<file path="config.mk">
export PLATFORM = sky130hd
export DESIGN_NAME = jk_seq_ctrl_flat
export DESIGN_NICKNAME = d
export VERILOG_FILES = /design/src/rtl/jk_seq_ctrl_pkg.sv /design/src/rtl/jk_seq_ctrl_if.sv /design/src/rtl/jk_seq_ctrl_ff_bank.sv /design/src/rtl/jk_seq_ctrl.sv /design/src/flat_wrapper.sv
export SDC_FILE = /design/constraint.sdc
export NUM_CORES = 1
export LEC_CHECK = 0
export CAP_MARGIN = 20
export CORE_AREA = 2 2 74 76
export DETAILED_ROUTE_END_ITERATION = 16
export DIE_AREA = 0 0 76 78
export PLACE_DENSITY = 0.55
export SYNTH_ARGS = -nofsm -noshare
export SYNTH_HDL_FRONTEND = slang
export SYNTH_SLANG_ARGS = --single-unit
</file>
<file path="constraint.sdc">
create_clock -name clk -period 1.94 [get_ports clk]
set_input_delay 0.388 -clock clk [delete_from_list [all_inputs] [get_ports clk]]
set_output_delay 0.388 -clock clk [all_outputs]
set_load 0.02 [all_outputs]
</file>
<file path="src/rtl/jk_seq_ctrl_pkg.sv">
// Shared opcode and FSM state definitions for the JK bank sequencer.
package jk_ctrl_pkg;

  typedef enum logic [2:0] {
    OP_NOP    = 3'd0,
    OP_CLEAR  = 3'd1,
    OP_SET    = 3'd2,
    OP_TOGGLE = 3'd3,
    OP_LOAD   = 3'd4,
    OP_CNT_UP = 3'd5,
    OP_CNT_DN = 3'd6,
    OP_RSVD   = 3'd7
  } op_e;

  typedef enum logic [1:0] {
    ST_IDLE = 2'd0,
    ST_RUN  = 2'd1,
    ST_DONE = 2'd2
  } state_e;

  // Count ops are the only multi-cycle commands.
  function automatic logic is_count(input op_e op);
    return (op == OP_CNT_UP) || (op == OP_CNT_DN);
  endfunction

endpackage

</file>
<file path="src/rtl/jk_seq_ctrl_if.sv">
// Command / status bundle between the control master and the sequencer.
interface jk_seq_ctrl_if #(
  parameter int WIDTH = 4,
  parameter int LEN_W = 8
);
  logic             cmd_valid;
  logic             cmd_ready;
  logic [2:0]       cmd_op;
  logic [WIDTH-1:0] cmd_data;
  logic [LEN_W-1:0] cmd_len;
  logic             abort;
  logic [WIDTH-1:0] q;
  logic             busy;
  logic             done;

  modport master (
    output cmd_valid, cmd_op, cmd_data, cmd_len, abort,
    input  cmd_ready, q, busy, done
  );

  modport slave (
    input  cmd_valid, cmd_op, cmd_data, cmd_len, abort,
    output cmd_ready, q, busy, done
  );
endinterface

</file>
<file path="src/rtl/jk_seq_ctrl_ff_bank.sv">
// Bank of WIDTH independent JK flip-flops, cleared by async active-low reset.
module jk_ff_bank #(
  parameter int WIDTH = 4
) (
  input  logic             clk,
  input  logic             rst_n,
  input  logic [WIDTH-1:0] j,
  input  logic [WIDTH-1:0] k,
  output logic [WIDTH-1:0] q
);

  logic [WIDTH-1:0] q_q;

  // Standard JK truth table per bit: hold, reset, set, toggle.
  always_ff @(posedge clk or negedge rst_n) begin
    if (!rst_n) begin
      q_q <= '0;
    end else begin
      for (int i = 0; i < WIDTH; i++) begin
        case ({j[i], k[i]})
          2'b01:   q_q[i] <= 1'b0;
          2'b10:   q_q[i] <= 1'b1;
          2'b11:   q_q[i] <= ~q_q[i];
          default: q_q[i] <= q_q[i];
        endcase
      end
    end
  end

  assign q = q_q;

endmodule

</file>
<file path="src/rtl/jk_seq_ctrl.sv">
// Command sequencer: accepts one command, drives J/K into the bank, pulses done.
module jk_seq_ctrl
  import jk_ctrl_pkg::*;
#(
  parameter int WIDTH = 4,
  parameter int LEN_W = 8
) (
  input  logic          clk,
  input  logic          reset,
  jk_seq_ctrl_if.slave  bus
);

  state_e           state_q, state_d;
  op_e              op_q, op_d;
  logic [WIDTH-1:0] data_q, data_d;
  logic [LEN_W-1:0] step_q, step_d;

  logic [WIDTH-1:0] j_drv, k_drv;
  logic [WIDTH-1:0] q_bank;
  logic [WIDTH-1:0] up_t, dn_t;

  // Toggle enables for binary count: bit i flips when all lower bits are 1 (up) or 0 (down).
  assign up_t[0] = 1'b1;
  assign dn_t[0] = 1'b1;
  genvar gi;
  generate
    for (gi = 1; gi < WIDTH; gi++) begin : g_carry
      assign up_t[gi] = up_t[gi-1] &  q_bank[gi-1];
      assign dn_t[gi] = dn_t[gi-1] & ~q_bank[gi-1];
    end
  endgenerate

  // State and latched-command registers.
  always_ff @(posedge clk or negedge reset) begin
    if (!reset) begin
      state_q <= ST_IDLE;
      op_q    <= OP_NOP;
      data_q  <= '0;
      step_q  <= '0;
    end else begin
      state_q <= state_d;
      op_q    <= op_d;
      data_q  <= data_d;
      step_q  <= step_d;
    end
  end

  // Next-state and J/K drive; J/K stay zero outside RUN so the bank holds.
  always_comb begin
    state_d = state_q;
    op_d    = op_q;
    data_d  = data_q;
    step_d  = step_q;
    j_drv   = '0;
    k_drv   = '0;
    case (state_q)
      ST_IDLE: begin
        if (bus.cmd_valid) begin
          op_d   = op_e'(bus.cmd_op);
          data_d = bus.cmd_data;
          step_d = bus.cmd_len;
          // A zero-length count has nothing to do and skips RUN entirely.
          if (is_count(op_e'(bus.cmd_op)) && (bus.cmd_len == '0)) state_d = ST_DONE;
          else                                                    state_d = ST_RUN;
        end
      end
      ST_RUN: begin
        if (is_count(op_q)) begin
          if (bus.abort) begin
            state_d = ST_DONE;
          end else begin
            j_drv  = (op_q == OP_CNT_UP) ? up_t : dn_t;
            k_drv  = j_drv;
            step_d = step_q - LEN_W'(1);
            if (step_q == LEN_W'(1)) state_d = ST_DONE;
          end
        end else begin
          case (op_q)
            OP_CLEAR:  k_drv = '1;
            OP_SET:    j_drv = '1;
            OP_TOGGLE: begin j_drv = data_q; k_drv = data_q;  end
            OP_LOAD:   begin j_drv = data_q; k_drv = ~data_q; end
            default:   ;
          endcase
          state_d = ST_DONE;
        end
      end
      ST_DONE: state_d = ST_IDLE;
      default: state_d = ST_IDLE;
    endcase
  end

  jk_ff_bank #(.WIDTH(WIDTH)) u_bank (
    .clk   (clk),
    .rst_n (reset),
    .j     (j_drv),
    .k     (k_drv),
    .q     (q_bank)
  );

  assign bus.q         = q_bank;
  assign bus.cmd_ready = (state_q == ST_IDLE);
  assign bus.busy      = (state_q != ST_IDLE);
  assign bus.done      = (state_q == ST_DONE);

endmodule

</file>
<file path="src/flat_wrapper.sv">
// flat-port wrapper written by rule: the top's interface ports become plain ports
module jk_seq_ctrl_flat import jk_ctrl_pkg::*;
#(
  parameter int WIDTH = 4,
  parameter int LEN_W = 8
)
  (clk, reset, bus_cmd_valid, bus_cmd_op, bus_cmd_data, bus_cmd_len, bus_abort, bus_cmd_ready, bus_q, bus_busy, bus_done);
  jk_seq_ctrl_if #(.WIDTH(WIDTH), .LEN_W(LEN_W)) bus_i ();
  input  logic clk;
  input  logic reset;
  input wire logic [$bits(bus_i.cmd_valid)-1:0] bus_cmd_valid;
  input wire logic [$bits(bus_i.cmd_op)-1:0] bus_cmd_op;
  input wire logic [$bits(bus_i.cmd_data)-1:0] bus_cmd_data;
  input wire logic [$bits(bus_i.cmd_len)-1:0] bus_cmd_len;
  input wire logic [$bits(bus_i.abort)-1:0] bus_abort;
  output wire logic [$bits(bus_i.cmd_ready)-1:0] bus_cmd_ready;
  output wire logic [$bits(bus_i.q)-1:0] bus_q;
  output wire logic [$bits(bus_i.busy)-1:0] bus_busy;
  output wire logic [$bits(bus_i.done)-1:0] bus_done;
  assign bus_i.cmd_valid = bus_cmd_valid;
  assign bus_i.cmd_op = bus_cmd_op;
  assign bus_i.cmd_data = bus_cmd_data;
  assign bus_i.cmd_len = bus_cmd_len;
  assign bus_i.abort = bus_abort;
  assign bus_cmd_ready = bus_i.cmd_ready;
  assign bus_q = bus_i.q;
  assign bus_busy = bus_i.busy;
  assign bus_done = bus_i.done;
  jk_seq_ctrl #(.WIDTH(WIDTH), .LEN_W(LEN_W)) u_core (.clk(clk), .reset(reset), .bus(bus_i));
endmodule
</file>
==> After elaboration in Yosys (flattened, before gate mapping) <==
Index checks and enable logic that the tools add are counted.
Widths: inputs -> output; s select.
{ "op_classes": {"add_sub_neg": 1, "multipliers": 0, "div": 0, "magnitude_cmp": 0, "eq_ne": 27, "n_shift": 0, "mux": 22, "n_bitwise": 9, "n_reduce_logical": 15} }
{ "ops": {"columns": ["operator", "n"], "rows": [
  ["$mux 4", 6],
  ["$mux 8", 3],
  ["$eq 2x2->1 const B", 9],
  ["$pmux 8 s2", 1],
  ["$eq 3x3->1 const B", 5],
  ["$pmux 1 s3", 4],
  ["$pmux 4 s3", 1],
  ["$reduce_bool 3->1", 4],
  ["$eq 2x1->1 const B", 5],
  ["$mux 2", 5],
  ["$eq 8x1->1 const B", 1],
  ["$logic_not 8->1", 1],
  ["$pmux 4 s2", 1],
  ["$sub 8x1->8 const B", 1],
  ["$eq 3x2->1 const B", 2],
  ["$and 1x1->1", 4],
  ["$ne 2x2->1 const B", 2],
  ["$ne 4x4->1 const B", 1],
  ["$not 1->1", 4],
  ["$not 4->4", 1],
  ["$pmux 2 s2", 1],
  ["$reduce_and 2->1", 2],
  ["$reduce_and 4->1", 1],
  ["$reduce_bool 2->1", 2],
  ["other kinds (6)", 7]
]} }
{ "totals": {"ff_bits": 21, "latch_bits": 0, "mem_bits_rw": 0, "mem_bits_ro": 0, "output_inout_bits": 7, "word_cells": 82, "n_memories": 0} }

==> Longest topological paths before layout <==
Gate-level depths: netlist (run 1).
{ "depth": {"depth_word": 9, "mapped_depth": 6, "depth_no_buf": 5} }

==> Hierarchy <==
Synthesis (run 1) repeated with hierarchy kept, for this count alone.
{ "unflattened": {"hier_cells": 175, "area_unflattened_um2": 1460.2} }
{ "by_module_without_submodules": {"columns": ["mod", "n_inst", "cells_per_inst", "area_per_inst_um2", "seq_area_each_um2"], "rows": [
  ["jk_seq_ctrl", 1, 163, 1320.0, 425.4],
  ["jk_ff_bank", 1, 12, 140.1, 100.1]
]} }

==> Worst setup path after synthesis (run 1) <==
Ideal clock, no wire load.
{ "synth_timing": {"kind": "reg-to-reg", "start": "register u_core.u_bank.q_q[0], in the netlist u_core.u_bank.q[0]", "end": "register u_core.u_bank.q_q[2], in the netlist u_core.u_bank.q[2]", "setup_ns": 0.121, "arrival_ns": 1.768, "t_required_ns": 1.819, "slack_ns": 0.051, "stages_incl_launch_ff": 5, "n_path_buf": 0, "period_less_slack_ns": 1.889, "cell_sequence": "dfrtp_1 -> or3_4 -> a221oi_4 -> or3b_1 -> a22o_1"} }
{ "synth_between": {"elab_chain_len": 8} }
{ "synth_lines": {"columns": ["item", "line", "text"], "rows": [
  ["from (decl)", "jk_seq_ctrl_ff_bank.sv:12", "logic [WIDTH-1:0] q_q;"],
  ["from (signal, indexed assignment)", "jk_seq_ctrl_ff_bank.sv:23", "2'b11: q_q[i] <= ~q_q[i];"],
  ["from (signal, indexed assignment)", "jk_seq_ctrl_ff_bank.sv:24", "default: q_q[i] <= q_q[i];"],
  ["$not 1->1", "jk_seq_ctrl.sv:29", "assign dn_t[gi] = dn_t[gi-1] & ~q_bank[gi-1];"],
  ["$and 1x1->1", "jk_seq_ctrl.sv:29", null],
  ["$mux 4 *", "jk_seq_ctrl.sv:72", "j_drv = (op_q == OP_CNT_UP) ? up_t : dn_t;"],
  ["$mux 4 *", "jk_seq_ctrl.sv:69", "if (bus.abort) begin"],
  ["$mux 4", "jk_seq_ctrl.sv:68", "if (is_count(op_q)) begin"],
  ["$mux 4", "jk_seq_ctrl.sv:56", "case (state_q)"],
  ["$eq 2x2->1 or $eq 2x1->1 (tied branches)", "jk_seq_ctrl_ff_bank.sv:20", "case ({j[i], k[i]})"],
  ["$pmux 1 s3 or $reduce_bool 3->1 (tied branches)", null, null]
]} }
Mark *: on every way between the ends. The rest lies on a longest branch, timed or not.
A chain may end at the register's enable or synchronous reset.

==> Worst setup path in the final report (run 1) <==
{ "layout_timing": {"start": "register u_core.state_q[1]", "end": "output bus_done"} }
{ "layout_between": {"elab_chain_len": 1} }
{ "layout_lines": {"columns": ["item", "line", "text"], "rows": [
  ["from (decl)", "jk_seq_ctrl.sv:13", "state_e state_q, state_d;"],
  ["from (signal assigned)", "jk_seq_ctrl.sv:41", "state_q <= state_d;"],
  ["$eq 2x2->1", "jk_seq_ctrl.sv:104", "assign bus.done = (state_q == ST_DONE);"],
  ["to (decl)", "flat_wrapper.sv:19", "output wire logic [$bits(bus_i.done)-1:0] bus_done;"]
]} }
Every way passes these cells.

==> results.tsv, run 1 <==
stage	metric	value	unit
status	status	finished clean	
worst_setup_path	Startpoint Class	register	
global_routing	Total GRT Usage	12.50	%
power	Sw Ratio	44.65	%
clock_network	Root Driver	clkbuf_8	
power	clock group share of total power	10.7	%
run	max-cap viol count	0	
synth	Yosys cell types	48	
clock_network	H-tree depth	1	
synth	Mapped Cells	157	
clock_network	CTS tree	yes	
timing	slew margin rel.	72.71	%
placement	placed insts	256	
cells_and_area	sequential cell area	525.5	um2
timing	RSZ-0062 raised after global routing	no	
placement	Placement Setup Slack	-0.2952	ns
floorplanning	Initial Utilization	27.62	%
cells_and_area	Final Util	36.33	%
synth	synthesized area	1393	um2
synth	post-synthesis xor/xnor area fraction	1.258	%
worst_setup_path	setup slack, reg-to-reg	0.16	ns
timing	Fin Clk Skew	0.01105	ns
power	cell-internal power	1.560	mW
power	Worst VDD drop	0.4183	mV
timing	Worst-Margin Slew	0.4057	ns
detailed_routing	Starting DRT DRC Count	161	
cells_and_area	layout cells sized above 1	10.99	%
clock_network	Inserted Clock Buffers	3	
floorplanning	CORE AREA	5042	um2
timing	Fmax	0.5359	GHz
synth	largest family of logic cells by synthesized area	compound AO/OA/AOI/OAI gates	
global_routing	remaining global-route overflow	0	
timing	Final Max Tran Viols	0	
synth	post-synthesis simple-gate area fraction	20.40	%
detailed_routing	antenna-violating nets left	0	
detailed_routing	WL/cell	13.44	um
cells_and_area	n_diodes	0	
power	Combinational Power Share	57.8	%
synth	top_reg_cell synth	dfrtp_1	
synth	Avg Cell Area, Syn	8.870	um2
synth	Async SR Flop Fraction	100.0	%
timing	final setup violating endpoints	0	
clock_network	CTS clock-pin slew for the worst setup and hold paths	0.09	ns
worst_setup_path	crit-path max cell delay	0.61	ns
synth	top cell type by total area after synthesis	dfrtp_1	
worst_setup_path	Worst Path Arrival	1.48	ns
cells_and_area	Nets	213	
placement	I/O Buffers	25	
floorplanning	Site Rows	26	
clock_network	Clock Sinks	21	
worst_hold_path	Hold Crit Class	in -> async	
power	Flop pwr share	31.5	%
cells_and_area	area of the multi-input gates	790.8	um2
synth	post-synth net total	178	
timing	min cycle time layout	1.866	ns
floorplanning	Die Wd	76	um
global_routing	initial antenna violation count	0	
floorplanning	die area	5928	um2
synth	post-synthesis mux area share	4.672	%
global_routing	first-pass GRT wire length	5982	um
floorplanning	Chip Height	78	um
clock_network	hold_buf cts	0	
detailed_routing	via density per instance	4.966	
timing	final setup margin	0.07404	ns
worst_setup_path	critical path fanouts, max	6	
detailed_routing	final wirelength	3508	um
timing	Final Cycle Share	96.18	%
worst_setup_path	Worst Path Required	1.55	ns
cells_and_area	Area Overhead vs Synth	31.54	%
worst_setup_path	cell chain of the critical path	nor2b_1 -> clkdlybuf4s50_1	
synth	Post-synth EDFFs	0	
clock_network	Clock Latency Late Sink	0.27	ns
synth	Seq/Total Area, Yosys	37.74	%
timing	Hold Vio Cnt, Final	0	
placement	Detail Placement HPWL	2632	um
worst_setup_path	Crit Path Class	reg -> out	
placement	routability cong.	0.8085	
synth	YS warnings	0	
detailed_routing	DR vias	1296	
global_routing	vias in the first global route	1251	
floorplanning	# IOs	26	
worst_setup_path	worst reg-to-reg path cell count	4	
synth	Seq cells post-synth	21	
cells_and_area	Post-Layout Cell Count	261	
worst_setup_path	Critical Path Sink Type	primary output	
power	Leakage Power	0.7465	nW
synth	top post-synthesis cells by area	dfrtp_1 38%, o21ai_1 5.0%, a21oi_1 4.7%	
power	pwr/cell area	1539	nW/um2
synth	Synth top area share	37.74	%
cells_and_area	filler instances	524	
clock_network	CTS max path bufs	2	
detailed_routing	DR DRC count	0	
synth	Synth Area in Compound Gates	28.48	%
power	Pwr Total	2.819	mW
detailed_routing	DRT Pass-1 Iters	4	
synth	Synth Area in Adders	1.797	%
global_routing	pin count of the biggest net entering global routing	22	
worst_setup_path	CP max-delay cell	clkdlybuf4s50_1	
power	P_sw	1.259	mW
==> registers in the layout (all words and copies together), names as in the netlist <==
name             cells
u_core.state_q       2
u_core.op_q          3
u_core.data_q        4
u_core.step_q        8
u_core.u_bank.q      4
==> per-stage QoR <==
step | cell area [um2] | hold WS, ns | setup TNS [ns]
after floorplan | 1393 | 0.09241 | 0
after global placement | 1775 | 0.4961 | -0.2615
after detailed placement | 1775 | 0.4875 | -0.3022
after CTS | 1827 | 0.4656 | 0
after global routing | 1832 | 0.4860 | 0
final | 1832 | 0.4552 | 0
==> worst paths after layout <==
path,startpoint,endpoint
max reg2reg,u_core.u_bank.q[1]$_DFFE_PN0P_,u_core.u_bank.q[2]$_DFFE_PN0P_
min in group clk,u_core.u_bank.q[3]$_DFFE_PN0P_,u_core.u_bank.q[3]$_DFFE_PN0P_
max in group asynchronous,reset,u_core.data_q[2]$_DFFE_PN0P_
min,reset,u_core.state_q[1]$_DFFE_PN0P_
max,u_core.state_q[1]$_DFFE_PN0P_,bus_done
min reg2reg,u_core.u_bank.q[3]$_DFFE_PN0P_,u_core.u_bank.q[3]$_DFFE_PN0P_
==> cell families after synthesis <==
logic type / count (synthesis)
xor gates and xnor gates: 2
and+or+nand+nor: 48
AOI/OAI and AO/OA: 61
DFF: 21
buffers and inverters: 17
muxes: 6
adders and majority gates: 2
==> Yosys cell counts, types with 3 or more instances <==
cell type  number
a22oi_1         4
dfrtp_1        21
nand2_1         6
nor2b_1         4
mux2_1          4
nand3_1         3
nor2_1         11
o21ai_0         8
o21ai_1        14
a21oi_1        13
clkbuf_1        5
a31oi_1         6
nor4_1          3
nand2b_1        3
inv_1           9
==> worst max-delay path: cells and delay by family, from the launching register on <==
family / cells / cell delay (ns)
flip-flops: 1 / 0.44
AND/OR/NAND/NOR: 1 / 0.16
buffers and inverters: 1 / 0.61
==> layer usage <==
layer	share of wire (%)	vias to the layer above	track usage (%)	wire length, um
met5	0	-	0	0
met4	0.60	0	4.364	21
met3	3.7	2	2.209	131
met2	48	24	20.80	1682
met1	48	616	16.38	1674
li1	-	654	-	-
==> what timing repair did <==
action | 4_1_cts | 5_1_grt
setup buffers | 1 | 0
cloned | 0 | 0
endpoints found under the setup margin | 3 | 2
pin swaps | 3 | 3
resized for setup | 1 | 2
==> layout by cell type, fill, tap and decap left out, drive strengths merged, types with 3 or more instances in the layout <==
cell,instances
nor2b,4
nand2b,3
nand2,6
nor4,3
a31oi,6
a22oi,4
dfrtp,21
inv,9
and3b,3
mux2,4
o21ai,22
clkdlybuf4s50,23
buf,13
nand3,3
clkbuf,4
a21oi,13
nor2,11
==> final cells by class <==
type,instances,area share [%]
well taps,70,4.781
multi-input cells,119,43.17
repair buffers,38,19.06
clock buffers,4,2.459
inverters,9,1.844
flip-flops and latches,21,28.69
==> power by group through the flow <==
stage	clock (mW)	sequential, mW	combinational [mW]
6_report	0.302	0.887	1.63
5_1_grt	0.331	0.930	1.82
4_1_cts	0.316	0.882	1.64
3_5_place_dp	0	0.890	1.63
3_3_place_gp	0	0.889	1.62
2_1_floorplan	0	0.903	1.07
(Power assumes the default switching activity.)
==> run 2, diff against run 1 <==
ABC_AREA = 1   (was not set)
CORE_AREA = 2 2 76 78   (was 2 2 74 76)
DIE_AREA = 0 0 78 80   (was 0 0 76 78)
GPL_TIMING_DRIVEN = 1   (was not set)
==> results.tsv, run 2 <==
stage	metric	value	unit	change
timing	Setup TNS	0	ns	unchanged
synth	Post-synth EDFFs	0		unchanged
synth	synth cell count leaders	74 x nand2_1, 31 x inv_1, 23 x nand3_1		
detailed_routing	DRT Pass-1 Iters	4		unchanged
synth	post-synth net total	241		+35%
worst_setup_path	critical path fanouts, max	4		-2
floorplanning	Chip Height	80	um	+2.6%
synth	Yosys cell types	23		-52%
worst_setup_path	Startpoint Class	register		
timing	Final Max Tran Viols	0		unchanged
synth	Synth Area in Compound Gates	15.12	%	-13 points
floorplanning	CORE AREA	5405	um2	+7.2%
synth	most frequent cell after synthesis	nand2_1		
timing	min cycle time layout	1.833	ns	-0.03276 ns
timing	Final Cycle Share	94.50	%	-1.7 points
placement	placed insts	316		+23%
floorplanning	die area	6240	um2	+5.3%
detailed_routing	Starting DRT DRC Count	58		-64%
synth	Seq cells post-synth	21		unchanged
cells_and_area	n_diodes	0		unchanged
clock_network	H-tree depth	1		unchanged
detailed_routing	DR vias	1423		+9.8%
worst_setup_path	Reg-to-Reg End	u_core.step_q[7]$_DFFE_PN0P_		
power	pwr/cell area	1523	nW/um2	-1.0%
status	status	finished clean		
clock_network	Inserted Clock Buffers	3		unchanged
cells_and_area	max reg flops	8		unchanged
cells_and_area	Post-Layout Cell Count	320		+23%
clock_network	CTS tree	yes		
clock_network	Root Driver	clkbuf_8		
worst_setup_path	Worst Path Required	1.55	ns	about the same
synth	Mapped Cells	220		+40%
timing	slew margin rel.	79.14	%	+6.4 points
worst_setup_path	worst reg-to-reg path cell count	8		+4
timing	Hold Vio Cnt, Final	0		unchanged
detailed_routing	wire length on met2	1493	um	-11%
detailed_routing	met1 WL	1802	um	+7.6%
run	max-cap viol count	0		unchanged
worst_setup_path	cell chain of the critical path	nor2_2 -> inv_1 -> clkdlybuf4s50_1		
clock_network	Clock Latency Late Sink	0.26	ns	about the same
cells_and_area	commonest cells after routing, fill and taps aside	74 x nand2_1, 31 x inv_1, 24 x clkdlybuf4s50_1		
detailed_routing	via density per instance	4.447		-10%
placement	routability cong.	0.7548		-6.6%
clock_network	Clock Sinks	21		unchanged
global_routing	initial antenna violation count	0		unchanged
power	Pwr Total	2.820	mW	about the same
synth	Avg Cell Area, Syn	6.734	um2	-24%
global_routing	vias in the first global route	1301		+4.0%
detailed_routing	DR DRC count	0		unchanged
synth	synthesized area	1481	um2	+6.4%
power	Worst VDD drop	0.7709	mV	+84%
cells_and_area	layout cells sized above 1	8.871	%	-2.1 points
placement	DP Area	1802	um2	+1.5%
floorplanning	# IOs	26		unchanged
worst_setup_path	setup slack, reg-to-reg	0.42	ns	+0.26 ns
clock_network	CTS max path bufs	2		unchanged
global_routing	pin count of the biggest net entering global routing	22		unchanged
detailed_routing	WL/cell	10.77	um	-20%
synth	post-synthesis simple-gate area fraction	35.39	%	+15 points
floorplanning	Site Rows	27		+3.8%
timing	Worst-Margin Slew	0.3129	ns	-0.09273 ns
worst_setup_path	crit-path max cell delay	0.53	ns	-0.08 ns
cells_and_area	Nets	270		+27%
floorplanning	Initial Utilization	27.41	%	-0.21 points
synth	top cell type by total area after synthesis	dfrtp_1		
detailed_routing	final wirelength	3445	um	-1.8%
synth	post-synthesis mux area share	0	%	-4.7 points
timing	RSZ-0062 raised after global routing	no		
synth	post-synthesis xor/xnor area fraction	1.182	%	-0.075 points
cells_and_area	most common cell after layout, fill and taps aside	nand2_1		
synth	Synth Area in Adders	1.689	%	-0.11 points
worst_setup_path	Worst Path Buf+Inv	2		+1
global_routing	first-pass GRT wire length	5878	um	-1.7%
worst_setup_path	CP top delay family	buffers and inverters		
synth	Seq/Total Area, Yosys	35.47	%	-2.3 points
worst_setup_path	r2r startpoint	u_core.op_q[1]$_DFFE_PN0P_		
worst_setup_path	Worst Path Arrival	1.45	ns	-0.03 ns
floorplanning	Die Wd	78	um	+2.6%
worst_hold_path	Hold Crit Class	in -> async		
synth	Synth top area share	35.47	%	-2.3 points
synth	top_reg_cell synth	dfrtp_1		
worst_setup_path	Crit Path Class	reg -> out		
cells_and_area	Area Overhead vs Synth	25.00	%	
timing	final setup violating endpoints	0		unchanged
power	Leakage Power	0.9152	nW	+23%
clock_network	CTS clock-pin slew for the worst setup and hold paths	0.08	ns	about the same
synth	YS warnings	0		unchanged
timing	Fin Clk Skew	0.004004	ns	-0.007050 ns
synth	top post-synthesis cells by area	dfrtp_1 35%, nand2_1 19%, inv_1 7.9%		
cells_and_area	Reg with most FFs	u_core.step_q		
placement	I/O Buffers	25		unchanged
worst_setup_path	Critical Path Sink Type	primary output		
placement	Detail Placement HPWL	2657	um	+0.97%
global_routing	Total GRT Usage	11.73	%	-0.77 points
synth	largest family of logic cells by synthesized area	simple AND/OR/NAND/NOR gates		
detailed_routing	antenna-violating nets left	0		unchanged
global_routing	remaining global-route overflow	0		unchanged
detailed_routing	WL met3	112	um	-15%
cells_and_area	post-route cell area	1852	um2	+1.1%
timing	Fmax	0.5455	GHz	+1.8%
detailed_routing	Top Layer Used	met4		
worst_setup_path	CP max-delay cell	clkdlybuf4s50_1		
worst_setup_path	critical path depth	3		+1
clock_network	hold_buf cts	0		unchanged
timing	hold_ws	0.4698	ns	+0.01456 ns
synth	Async SR Flop Fraction	100.0	%	unchanged
## run 2: cell types whose count changed in the layout (fill, tap and decap cells not counted), sizes merged, moves of 4 or more
cell	previous run	this run
nand2	6	77
nor2	11	20
buf	13	3
nand3	3	23
a22oi	4	0
mux2	4	0
a31oi	6	0
inv	9	32
nor2b	4	0
## run 2: worst max path at each step
stage	from	end	slack (ns)
4_1_cts	u_core.state_q[1]$_DFFE_PN0P_	bus_cmd_ready	0.001
3_3_place_gp	bus_abort	u_core.step_q[7]$_DFFE_PN0P_	0.28
6_report	u_core.state_q[0]$_DFFE_PN0P_	bus_busy	0.11
2_1_floorplan	u_core.state_q[0]$_DFFE_PN0P_	u_core.step_q[6]$_DFFE_PN0P_	0.41
5_1_grt	u_core.state_q[1]$_DFFE_PN0P_	bus_done	0.02
3_5_place_dp	bus_abort	u_core.step_q[7]$_DFFE_PN0P_	0.24
## run 2: power breakdown
group          switching (mW)  internal, mW  total [mW]
Sequential              0.244         0.654       0.898
Combinational           0.983         0.636        1.62
Clock                   0.155         0.147       0.302
## run 2: worst reg2reg max path: stages, from the launching register on
cell     delay [ns]
dfrtp_1        0.47
nand2_2        0.19
inv_4          0.06
nor2_4         0.20
nand2_4        0.08
nand2_4        0.18
nand2_1        0.11
nand2_1        0.06
o21ai_0        0.07
## run 2: layout make-up
cell class | instances | area, um2
clock buffer | 4 | 45.04
fill | 622 | 3553
inverter | 32 | 122.6
multi-input combinational | 163 | 793.3
sequential | 21 | 525.5
tap | 72 | 90.09
timing repair buffer | 28 | 275.3
## run 2: routing by layer
| metal | GRT usage (%) | vias to the layer above |
|---|---|---|
| met1 | 16.97 | 650 |
| li1 | - | 750 |
| met3 | 1.471 | 2 |
| met5 | 0 | - |
| met2 | 17.76 | 21 |
| met4 | 4.386 | 0 |
## run 2: timing repair
action	CTS	global route
buffers inserted	0	0
resized for setup	0	2
endpoints found under the hold margin	0	0
setup endpoints to repair	0	2
## run 2: stage by stage
stage               util (%)  setup slack, ns
detailed placement     33.33           0.2435
floorplan                  -           0.4138
global route           34.26          0.02194
global placement       33.33           0.2844
CTS                    34.17         0.001215
finish                 34.26           0.1068
## run 2: kinds of logic (layout without fill, tap and decap cells)
kind of cell / count (synthesis) / in the layout
AND/OR/NAND/NOR: 123 / 123
AO/OA/AOI/OAI: 36 / 36
buffers and inverters: 36 / 64
flip-flops: 21 / 21
adder cells (fa/ha/maj): 2 / 2
XOR/XNOR: 2 / 2
==> run 3, diff against run 2 <==
GPL_ROUTABILITY_DRIVEN = 0   (was not set)
==> results of run 3 <==
Final layout, timing and power as in run 2 (identical DEF).
